===== config.mk =====
export PLATFORM = sky130hd
export DESIGN_NAME = csr_reg_file
export DESIGN_NICKNAME = d
export VERILOG_FILES = /design/src/rtl/csr_reg_file.sv
export SDC_FILE = /design/constraint.sdc
export NUM_CORES = 1
export LEC_CHECK = 0
export ABC_AREA = 1
export BUFFER_PORTS_ARGS = -buffer_cell sky130_fd_sc_hd__buf_2
export CORE_MARGIN = 2
export CORE_UTILIZATION = 50
export DETAILED_ROUTE_END_ITERATION = 10
export PLACE_DENSITY = 0.83
export SLEW_MARGIN = 40
export SYNTH_ARGS = -nofsm -noshare
export SYNTH_HDL_FRONTEND = slang
export SYNTH_SLANG_ARGS = --single-unit

===== constraint.sdc =====
create_clock -name clk -period 2 [get_ports clk]
set_clock_uncertainty 0.05 [all_clocks]
set_input_delay 0.3 -clock clk [delete_from_list [all_inputs] [get_ports clk]]
set_output_delay 0.3 -clock clk [all_outputs]
set_load 0.005 [all_outputs]

===== src/rtl/csr_reg_file.sv =====
// Machine-mode CSR file and trap unit: mstatus/mie/mip/mtvec/mepc/mcause, interrupt entry and mret redirect.
// Optional 64-bit mcycle/mcycleh counter is enabled by defining CSR_MCYCLE_EN.
module csr_reg_file #(
  parameter int XLEN        = 32,
  parameter int SYNC_STAGES = 2
) (
  input  logic            clk,
  input  logic            rst,
  input  logic            csr_rd,
  input  logic            csr_wr,
  input  logic            is_mret,
  input  logic [11:0]     csr_addr,
  input  logic [XLEN-1:0] csr_wdata,
  input  logic [XLEN-1:0] pc,
  input  logic            timer_irq,
  input  logic            ext_irq,
  output logic [XLEN-1:0] csr_rdata,
  output logic            epc_taken,
  output logic [XLEN-1:0] epc
);

  localparam logic [1:0] S_IDLE = 2'd0;
  localparam logic [1:0] S_TRAP = 2'd1;
  localparam logic [1:0] S_RET  = 2'd2;

  localparam logic [11:0] A_MSTATUS = 12'h300;
  localparam logic [11:0] A_MIE     = 12'h304;
  localparam logic [11:0] A_MTVEC   = 12'h305;
  localparam logic [11:0] A_MEPC    = 12'h341;
  localparam logic [11:0] A_MCAUSE  = 12'h342;
  localparam logic [11:0] A_MIP     = 12'h344;
  localparam logic [11:0] A_MCYCLE  = 12'hB00;
  localparam logic [11:0] A_MCYCLEH = 12'hB80;

  logic [1:0]             r_state;
  logic                   r_mstatusMie;
  logic                   r_mstatusMpie;
  logic                   r_mieMtie;
  logic                   r_mieMeie;
  logic [XLEN-1:2]        r_mtvecBase;
  logic                   r_mtvecMode;
  logic [XLEN-1:0]        r_mepc;
  logic [XLEN-1:0]        r_mcause;
  logic [3:0]             r_trapCode;
  logic                   r_mipMtip;
  logic [SYNC_STAGES-1:0] r_extSync;

  logic                   w_meip;
  logic                   w_extHit;
  logic                   w_irqPend;
  logic [3:0]             w_trapCode;
  logic                   w_wrEn;
  logic [XLEN-1:0]        w_mstatus;
  logic [XLEN-1:0]        w_mie;
  logic [XLEN-1:0]        w_mip;
  logic [XLEN-1:0]        w_mtvec;
  logic [XLEN-1:0]        w_trapBase;

  assign w_meip     = r_extSync[SYNC_STAGES-1];
  assign w_extHit   = w_meip & r_mieMeie;
  assign w_irqPend  = r_mstatusMie & (w_extHit | (r_mipMtip & r_mieMtie));
  assign w_trapCode = w_extHit ? 4'd11 : 4'd7;
  assign w_wrEn     = (r_state == S_IDLE) && csr_wr && !is_mret;

  assign w_mstatus  = {{(XLEN-8){1'b0}}, r_mstatusMpie, 3'b000, r_mstatusMie, 3'b000};
  assign w_mie      = {{(XLEN-12){1'b0}}, r_mieMeie, 3'b000, r_mieMtie, 7'b0000000};
  assign w_mip      = {{(XLEN-12){1'b0}}, w_meip, 3'b000, r_mipMtip, 7'b0000000};
  assign w_mtvec    = {r_mtvecBase, 1'b0, r_mtvecMode};
  assign w_trapBase = {r_mtvecBase, 2'b00};

  // ext_irq is asynchronous and needs the full synchroniser; timer_irq is already in this domain.
  always_ff @(posedge clk) begin
    if (rst) begin
      r_extSync <= '0;
      r_mipMtip <= 1'b0;
    end else begin
      r_extSync <= {r_extSync[SYNC_STAGES-2:0], ext_irq};
      r_mipMtip <= timer_irq;
    end
  end

  always_ff @(posedge clk) begin
    if (rst) begin
      r_state       <= S_IDLE;
      r_mstatusMie  <= 1'b0;
      r_mstatusMpie <= 1'b0;
      r_mieMtie     <= 1'b0;
      r_mieMeie     <= 1'b0;
      r_mtvecBase   <= '0;
      r_mtvecMode   <= 1'b0;
      r_mepc        <= '0;
      r_mcause      <= '0;
      r_trapCode    <= '0;
    end else begin
      case (r_state)
        S_IDLE: begin
          if (is_mret) begin
            r_mstatusMie  <= r_mstatusMpie;
            r_mstatusMpie <= 1'b1;
            r_state       <= S_RET;
          end else if (csr_wr) begin
            case (csr_addr)
              A_MSTATUS: begin
                r_mstatusMie  <= csr_wdata[3];
                r_mstatusMpie <= csr_wdata[7];
              end
              A_MIE: begin
                r_mieMtie <= csr_wdata[7];
                r_mieMeie <= csr_wdata[11];
              end
              A_MTVEC: begin
                r_mtvecBase <= csr_wdata[XLEN-1:2];
                r_mtvecMode <= (csr_wdata[1:0] == 2'b01);
              end
              A_MEPC:   r_mepc   <= {csr_wdata[XLEN-1:2], 2'b00};
              A_MCAUSE: r_mcause <= csr_wdata;
              default: ;
            endcase
          end else if (w_irqPend) begin
            r_mepc        <= pc;
            r_mstatusMpie <= r_mstatusMie;
            r_mstatusMie  <= 1'b0;
            r_mcause      <= {1'b1, {(XLEN-5){1'b0}}, w_trapCode};
            r_trapCode    <= w_trapCode;
            r_state       <= S_TRAP;
          end
        end
        default: r_state <= S_IDLE;
      endcase
    end
  end

`ifdef CSR_MCYCLE_EN
  logic [2*XLEN-1:0] r_mcycle;

  // A write to one half holds the other half and suppresses that cycle's increment.
  always_ff @(posedge clk) begin
    if (rst) begin
      r_mcycle <= '0;
    end else if (w_wrEn && csr_addr == A_MCYCLE) begin
      r_mcycle[XLEN-1:0] <= csr_wdata;
    end else if (w_wrEn && csr_addr == A_MCYCLEH) begin
      r_mcycle[2*XLEN-1:XLEN] <= csr_wdata;
    end else begin
      r_mcycle <= r_mcycle + 1'b1;
    end
  end
`endif

  always_comb begin
    csr_rdata = '0;
    if (csr_rd) begin
      case (csr_addr)
        A_MSTATUS: csr_rdata = w_mstatus;
        A_MIE:     csr_rdata = w_mie;
        A_MTVEC:   csr_rdata = w_mtvec;
        A_MEPC:    csr_rdata = r_mepc;
        A_MCAUSE:  csr_rdata = r_mcause;
        A_MIP:     csr_rdata = w_mip;
`ifdef CSR_MCYCLE_EN
        A_MCYCLE:  csr_rdata = r_mcycle[XLEN-1:0];
        A_MCYCLEH: csr_rdata = r_mcycle[2*XLEN-1:XLEN];
`endif
        default:   csr_rdata = '0;
      endcase
    end
  end

  always_comb begin
    epc_taken = 1'b0;
    epc       = '0;
    case (r_state)
      S_TRAP: begin
        epc_taken = 1'b1;
        epc       = r_mtvecMode ? (w_trapBase + {{(XLEN-6){1'b0}}, r_trapCode, 2'b00}) : w_trapBase;
      end
      S_RET: begin
        epc_taken = 1'b1;
        epc       = r_mepc;
      end
      default: ;
    endcase
  end

endmodule

After elaboration in Yosys (flattened, before gate mapping):

Index checks and enable logic that the tools add are counted.

* bitwise logic cells: 7
* add/sub/neg operators: 1
* equality and inequality tests: 13
* muxes and demuxes: 23
* reductions and logical operators: 15

Operators by type and width (number)
* $mux 32: 8
* $pmux 32 s6: 1
* $eq 12x10->1 const B: 6
* $pmux 32 s2: 1
* $add 32x6->32: 1
* $reduce_and 4->1: 5
* $mux 1: 9
* $mux 2: 3
* $ne 2x1->1 const B: 3
* $eq 2x1->1 const B: 2
* $mux 4: 1
* $reduce_and 2->1: 2
* $reduce_bool 2->1: 2
* $reduce_or 2->1: 2
* $and 1x1->1: 3
* $ne 3x1->1 const B: 1
* $not 1->1: 3
* $reduce_and 3->1: 1
* $reduce_bool 3->1: 1
* $reduce_or 3->1: 1
* $eq 2x2->1 const B: 1
* $logic_not 2->1: 1
* $or 1x1->1: 1

* output and inout bits: 65
* logic and storage cells: 72
* bits of input ports: 83
* flip-flop bits (word level): 108

Longest topological paths before layout:

Gate-level depths: netlist of the first run.

* word-level depth: 6
* depth in mapped cells: 12
* gate-level depth less buffers: 12

Worst setup path after synthesis of the first run:

OpenSTA, ideal clock, no wires.

* path type: reg2out
* start point: register r_trapCode[1]
* end point: output epc[20]
* setup slack: -0.060 ns
* arrival: 1.710 ns
* data required time: 1.650 ns
* cell stages (with the launch flop): 12
* path buffers: 0
* path through: dfxtp_1 ha_1 fa_1 nand2_1 nand2_1 nand2_1 nand2_1 nand2_1 nor2_1 nand4_1 nand3_1 a21oi_1

* longest elaborated chain between the ends: 3

Ends and longest elaborated chain
* start, declared: RTL line 44 `logic [3:0] r_trapCode;`
* start signal, assigned: RTL line 124 `r_trapCode <= w_trapCode;`
* $add 32x6->32: RTL line 175 `epc = r_mtvecMode ? (w_trapBase + {{(XLEN-6){1'b0}}, r_trapCode, 2'b00}) : w_trapBase;`
* $mux 32: RTL line 175
* $pmux 32 s2: RTL line 172 `case (r_state)`
* end, declared: RTL line 19 `output logic [XLEN-1:0] epc`

Every way passes these cells.

Final worst setup path of the first run:

* start point: register r_mtvecBase[2] (netlist name)
* end point: output epc[20]

* longest elaborated chain between the ends: 3

Ends and longest elaborated chain
* start, declared: RTL line 40 `logic [XLEN-1:2] r_mtvecBase;`
* start signal, assigned: RTL line 112 `r_mtvecBase <= csr_wdata[XLEN-1:2];`
* $add 32x6->32: RTL line 175
* $mux 32: RTL line 175
* $pmux 32 s2: RTL line 172

Every way passes these cells.

==> impl_metrics.json, run 1 <==
{
  "slowest_stage": "dfxtp_2",
  "p_leak_uw": 0.00420,
  "seq_area_frac_synth_pct": 32.7,
  "cts-root-buf": "clkbuf_16",
  "post-route-drc-count": 0,
  "drive_gt1_share_pct": 38.7,
  "worst_slack_ns": -0.689,
  "grt_overflow": 0,
  "synth-seq-cells": 107,
  "final-setup-viol-count": 61,
  "drv_cap": 0,
  "synth_area_um2": 6540,
  "cts_tree": "yes",
  "whs_path_depth": 3,
  "cpPeakStageDelay_ns": 0.36,
  "setup_tns_ns": -17.21,
  "routed_via_density": 6.04,
  "p_switching_uw": 1240,
  "insertion_delay_ns": 0.37,
  "dieArea_um2": 14000,
  "fin_util_pct": 75.4,
  "num_vias": 8302,
  "min-delay-start": "ext_irq",
  "portBuffers": 147,
  "grt_pass1_vias": 6897,
  "ctsHoldBuffers": 0,
  "finalCritPeriodShare_pct": 134,
  "hold_end": "r_extSync[0]",
  "final_nets": 1287,
  "cp_max_fo": 4,
  "die_height_um": 118,
  "final_cell_count_no_fill": 1374,
  "synth.avg_cell_area_um2": 6.63,
  "hp-class": "input port to register",
  "pwr-share-comb_pct": 11.1,
  "fmax_mhz": 372,
  "required_ns": 1.65,
  "first_pass_iters": 6,
  "cp_data_arrival_time_ns": 2.34,
  "gp_congestion": 0.985,
  "syn2layout_area_growth_pct": 46.7,
  "die_w_um": 118,
  "routedWlPerCell_um": 19.4,
  "vdd.ir_drop.worst_mv": 0.600,
  "syn_nets": 1078,
  "design_area_um2": 9600,
  "power.density_nw_per_um2": 511,
  "cts.sinks": 107,
  "max_slew_margin_pct": 64.9,
  "wirelength_met1_um": 9870,
  "rr_worst_depth": 9,
  "r2r_setup_slack_ns": 0.05,
  "grt_max_degree": 42,
  "place_ws_ns": -0.242,
  "track_usage_pct": 29.3,
  "synth_top_cell_by_area": "dfxtp_1",
  "postSynthCellCount": 987,
  "wl_met2_um": 12100,
  "ant_nets": 0,
  "intPower_uw": 3670,
  "p_sw_share_pct": 25.3,
  "rows": 41,
  "drt_iter0_markers": 1260,
  "cts_max_path_buffers": 2,
  "dr_wl_met3_um": 3150,
  "crit_chain": "ha_4 -> fa_2 -> nand2_2 -> nand2_1 -> nand2_1 -> nand2_2 -> nand4_1 -> buf_4 -> o21ai_2 -> nand3_2 -> a21oi_2 -> buf_2",
  "dp_hpwl_um": 14700,
  "critical_path_class": "register to output port",
  "cts_buffers": 9,
  "min_period_ns": 2.69,
  "postPlaceCellArea_um2": 7850,
  "yosysUniqueCellTypes": 41,
  "core-area_um2": 12700,
  "grt_antenna_before_repair": 1,
  "synth.area.top_cells": "dfxtp_1 (33%), nand2_1 (13%), nor2_1 (7.4%)",
  "rsz0062_at_grt": "true",
  "synth-warning-count": 0,
  "place_inst": 1318,
  "p_seq_share_pct": 46.0,
  "hold_violations": 0,
  "path_clk_slew_ns": 0.08,
  "grt_pass1_wl_um": 33600,
  "status": "finished with violations",
  "worst_setup_path_end_kind": "output port",
  "drt_wl_total_um": 26600,
  "synth_top_area_share_pct": 32.7,
  "crit_path_start": "r_mtvecBase[2]",
  "cp-start-kind": "register",
  "top_layer": "met4",
  "io-pin-count": 148,
  "worstReg2RegStart": "r_mieMeie",
  "start_util_pct": 51.4,
  "cts.htree.levels": 3,
  "slew_violations": 0,
  "tightest_slew_ns": 0.527,
  "violations": "setup timing",
  "reg2reg_to": "r_mepc[31]",
  "power.share.clock_pct": 43.0
}
final cells by class:
type	instances	area, µm²
Multi-Input combinational cell	734	4470
Fill cell	849	3120
Sequential cell	107	2150
Timing Repair Buffer	259	2050
Inverter	85	349
Clock buffer	10	239
Tap cell	172	215
Clock inverter	6	113
Antenna cell	1	2.50
Yosys cell counts, drive strengths merged:
cell type,n
clkbuf,30
o21ai,88
a21boi,2
nand3,74
nand2,229
and2,2
dfxtp,107
a31oi,1
inv,82
or2,1
o211a,26
nor3,12
xor2,2
nor2,134
nand3b,3
o211ai,3
ha,7
o21a,2
clkinv,3
buf,31
a21oi,100
fa,1
nand4,13
o22ai,3
a211oi,31
timing repair:
item | CTS | global route
gates cloned | 1 | 11
gates resized for setup | 50 | 207
setup endpoints to repair | 59 | 62
buffers inserted | 4 | 23
pin swaps | 12 | 56
worst max-delay path by stage:
stage	end	slack (ns)	cells past startpoint
floorplan	epc[12]	0.01	10
global placement	epc[26]	-0.18	13
detailed placement	epc[24]	-0.24	13
CTS	epc[12]	-0.57	11
global route	epc[20]	-0.79	12
finish	epc[20]	-0.69	12
stage by stage:
step	hold slack [ns]	total power (µW)
after floorplan	0.328	2540
after global placement	0.346	2730
after detailed placement	0.351	2740
after CTS	0.0798	4800
after global routing	0.0928	5020
final	0.0791	4910
registers in the layout, indices dropped and copies added (netlist names), 2 cells and up:
signal	flops
r_trapCode	3
r_mcause	32
r_mepc	32
r_extSync	2
r_state	2
r_mtvecBase	30
kinds of logic (layout without fill, tap and decap cells):
family,count (synthesis),in the layout,synth area share [%]
buffers and inverters,146,360,10.1
and+or+nand+nor,468,468,30.2
AOI/OAI and AO/OA,256,256,25.1
other,0,1,0
xor gates and xnor gates,2,2,0.268
DFF,107,107,32.7
adders and majority gates,8,8,1.64
metal layers:
layer | global-route usage [%] | vias to the layer above
li1 | - | 3722
met1 | 39.0 | 3745
met2 | 47.4 | 675
met3 | 6.47 | 160
met4 | 9.38 | 0
met5 | 0 | -
power groups by stage:
stage / Sequential (µW) / Clock, µW / Combinational [µW]
floorplan: 2280 / 0 / 265
global placement: 2290 / 0 / 440
detailed placement: 2290 / 0 / 448
CTS: 2240 / 2100 / 456
global route: 2260 / 2180 / 582
finish: 2250 / 2110 / 544
worst max-delay path, delay by kind of cell (launching register included):
family	cells	cell delay, ns
AND/OR/NAND/NOR	6	0.63
flip-flops	1	0.36
adder cells (fa/ha/maj)	2	0.34
buffers and inverters	2	0.33
AO/OA/AOI/OAI	2	0.31
layout by cell type (no fill, tap or decap), types with 17 or more instances in the layout:
master	count
nand2_1	203
buf_2	141
dfxtp_1	100
nor2_1	90
inv_1	75
buf_4	73
nand3_1	60
a21oi_1	53
o21ai_0	51
a21oi_2	45
nor2_4	27
o211a_1	26
o21ai_1	25
a211oi_2	19
clkbuf_16	19
nor2_2	17
buf_12	17
No activity file was read; power rests on OpenSTA's default activity.
==> inputs of run 2 (changes only) <==
- ABC_AREA: 1 -> 0
- CTS_BUF_LIST: not set -> sky130_fd_sc_hd__clkbuf_8
- PLACE_DENSITY: 0.83 -> 0.84
- SKIP_CTS_REPAIR_TIMING: not set -> 1
==> impl_metrics.json, run 2 <==
{
  "status": "finished with violations",
  "violations": "setup timing",
  "synth.area.top_cells": "dfxtp_1 (36%), nand2_1 (8.2%), mux2i_1 (6.0%)",
  "synth-adder-area-share_pct": 1.80,
  "syn2layout_area_growth_pct": 56.7,
  "r2r_setup_slack_ns": 0.01,
  "place_inst": 1081,
  "dieArea_um2": 12800,
  "place_ws_ns": -0.437,
  "synthSimpleGateAreaFrac_pct": 22.9,
  "routed_via_density": 6.95,
  "gp_congestion": 0.911,
  "yosysUniqueCellTypes": 51,
  "synth_edf_count": 0,
  "grt_max_degree": 31,
  "hold_ws_ns": 0.0590,
  "die_height_um": 113,
  "reg.largest.list": "r_mcause: 32 flops, r_mepc: 32 flops, r_mtvecBase: 30 flops",
  "final_cell_count_no_fill": 1133,
  "postSynthCellCount": 732,
  "grt_overflow": 0,
  "insertion_delay_ns": 0.39,
  "vdd.ir_drop.worst_mv": 0.712,
  "grt_antenna_before_repair": 0,
  "synth_top_cell_by_area": "dfxtp_1",
  "routedWlPerCell_um": 25.8,
  "slew_violations": 0,
  "cts.htree.levels": 3,
  "drt_iter0_markers": 1339,
  "num_antenna_cells": 0,
  "final-setup-viol-count": 93,
  "cp_data_arrival_time_ns": 2.44,
  "cts.sinks": 107,
  "drt_wl_total_um": 29300,
  "final_cell_mix": "buf_2 (121), buf_4 (103), dfxtp_1 (99)",
  "seq_area_frac_synth_pct": 35.9,
  "hp-class": "input port to register",
  "die_w_um": 113,
  "required_ns": 1.65,
  "first_pass_iters": 6,
  "grt_pass1_vias": 6306,
  "core-area_um2": 11500,
  "synth-seq-cells": 107,
  "final_nets": 1076,
  "final_common_cell": "buf_2",
  "cts_tree": "yes",
  "ys.flop_type": "dfxtp_1",
  "track_usage_pct": 30.7,
  "synth_top_area_share_pct": 35.9,
  "portBuffers": 147,
  "rsz0062_at_grt": "true",
  "post-route-drc-count": 0,
  "num_vias": 7875,
  "fmax_mhz": 359,
  "synth_top_family_by_area": "compound AO/OA/AOI/OAI gates",
  "cp-start-kind": "register",
  "synth_compound_area_share_pct": 24.9,
  "critical_path_class": "register to output port",
  "grt_pass1_wl_um": 31600,
  "hold_violations": 0,
  "synth_area_um2": 5970,
  "synth.avg_cell_area_um2": 8.16,
  "synth_xor_area_share_pct": 3.96,
  "rows": 39,
  "worst_setup_path_end_kind": "output port",
  "yosysMostFrequentCell": "nand2_1",
  "drv_cap": 0,
  "ant_nets": 0,
  "drive_gt1_share_pct": 47.3,
  "synthMuxAreaShare_pct": 6.41,
  "io-pin-count": 148,
  "synth_commonest_cells": "nand2_1 (131), dfxtp_1 (107), o21ai_0 (57), clkbuf_1 (46), a21oi_1 (45)",
  "start_util_pct": 51.9,
  "dp_hpwl_um": 14700,
  "path_clk_slew_ns": 0.10,
  "worst_slack_ns": -0.789,
  "p_leak_uw": 0.00383,
  "async_reset_ff_share_pct": 0,
  "fin_util_pct": 81.3,
  "cp_max_fo": 9,
  "cts_max_path_buffers": 2,
  "power.density_nw_per_um2": 438,
  "min_period_ns": 2.79,
  "syn_nets": 823,
  "tightest_slew_ns": 0.517,
  "max_slew_margin_pct": 65.6,
  "finalCritPeriodShare_pct": 139,
  "cts-root-buf": "clkbuf_8",
  "synth-warning-count": 0,
  "cts_buffers": 9,
  "setup_tns_ns": -49.78
}
==> run 2: area by class of cell <==
| class | count | area (µm²) |
|---|---|---|
| Multi-Input combinational cell | 564 | 4320 |
| Timing Repair Buffer | 296 | 2460 |
| Sequential cell | 107 | 2160 |
| Fill cell | 569 | 2150 |
| Tap cell | 143 | 179 |
| Clock buffer | 10 | 138 |
| Clock inverter | 6 | 81.3 |
| Inverter | 7 | 26.3 |
==> run 2: where the power goes <==
group / switching (µW) / internal, µW
Combinational: 245 / 174
Sequential: 5.78 / 2130
Clock: 810 / 733
==> run 2: stage by stage <==
stage / power (µW) / cell area [µm²]
after floorplan: 2340 / 6110
after CTS: 3980 / 7940
after global placement: 2540 / 7720
after detailed placement: 2550 / 7720
after global routing: 4170 / 9360
final: 4100 / 9360
==> run 2: routing by layer <==
layer / track usage [%] / wire (µm) / vias up
li1: - / - / 3145
met1: 40.1 / 10000 / 3655
met2: 52.4 / 13100 / 822
met3: 4.87 / 3530 / 253
met4: 9.02 / 2560 / 0
met5: 0 / 0 / -
==> run 2: cells by family after synthesis <==
kind of cell             count (synthesis)
multiplexers                            38
flip-flops                             107
AO/OA/AOI/OAI                          220
AND/OR/NAND/NOR                        271
buffers and inverters                   61
adder cells (fa/ha/maj)                  8
XOR/XNOR                                27
==> run 2: critical path: stages, from the launching register on <==
cell and delay (ns):
dfxtp_4 0.39, ha_4 0.17, fa_2 0.38, a21oi_4 0.23
a211oi_4 0.11, buf_12 0.16, nand4_1 0.08, xor2_1 0.26
o21ai_1 0.13, buf_2 0.15
==> run 2: final timing paths <==
path,to,cells past startpoint,start
setup / recovery,epc[28],9,r_trapCode[1]
hold / removal,r_mipMtip,2,timer_irq
setup reg to reg,r_mieMtie,9,r_state[0]
hold reg to reg,r_extSync[1],1,r_extSync[0]
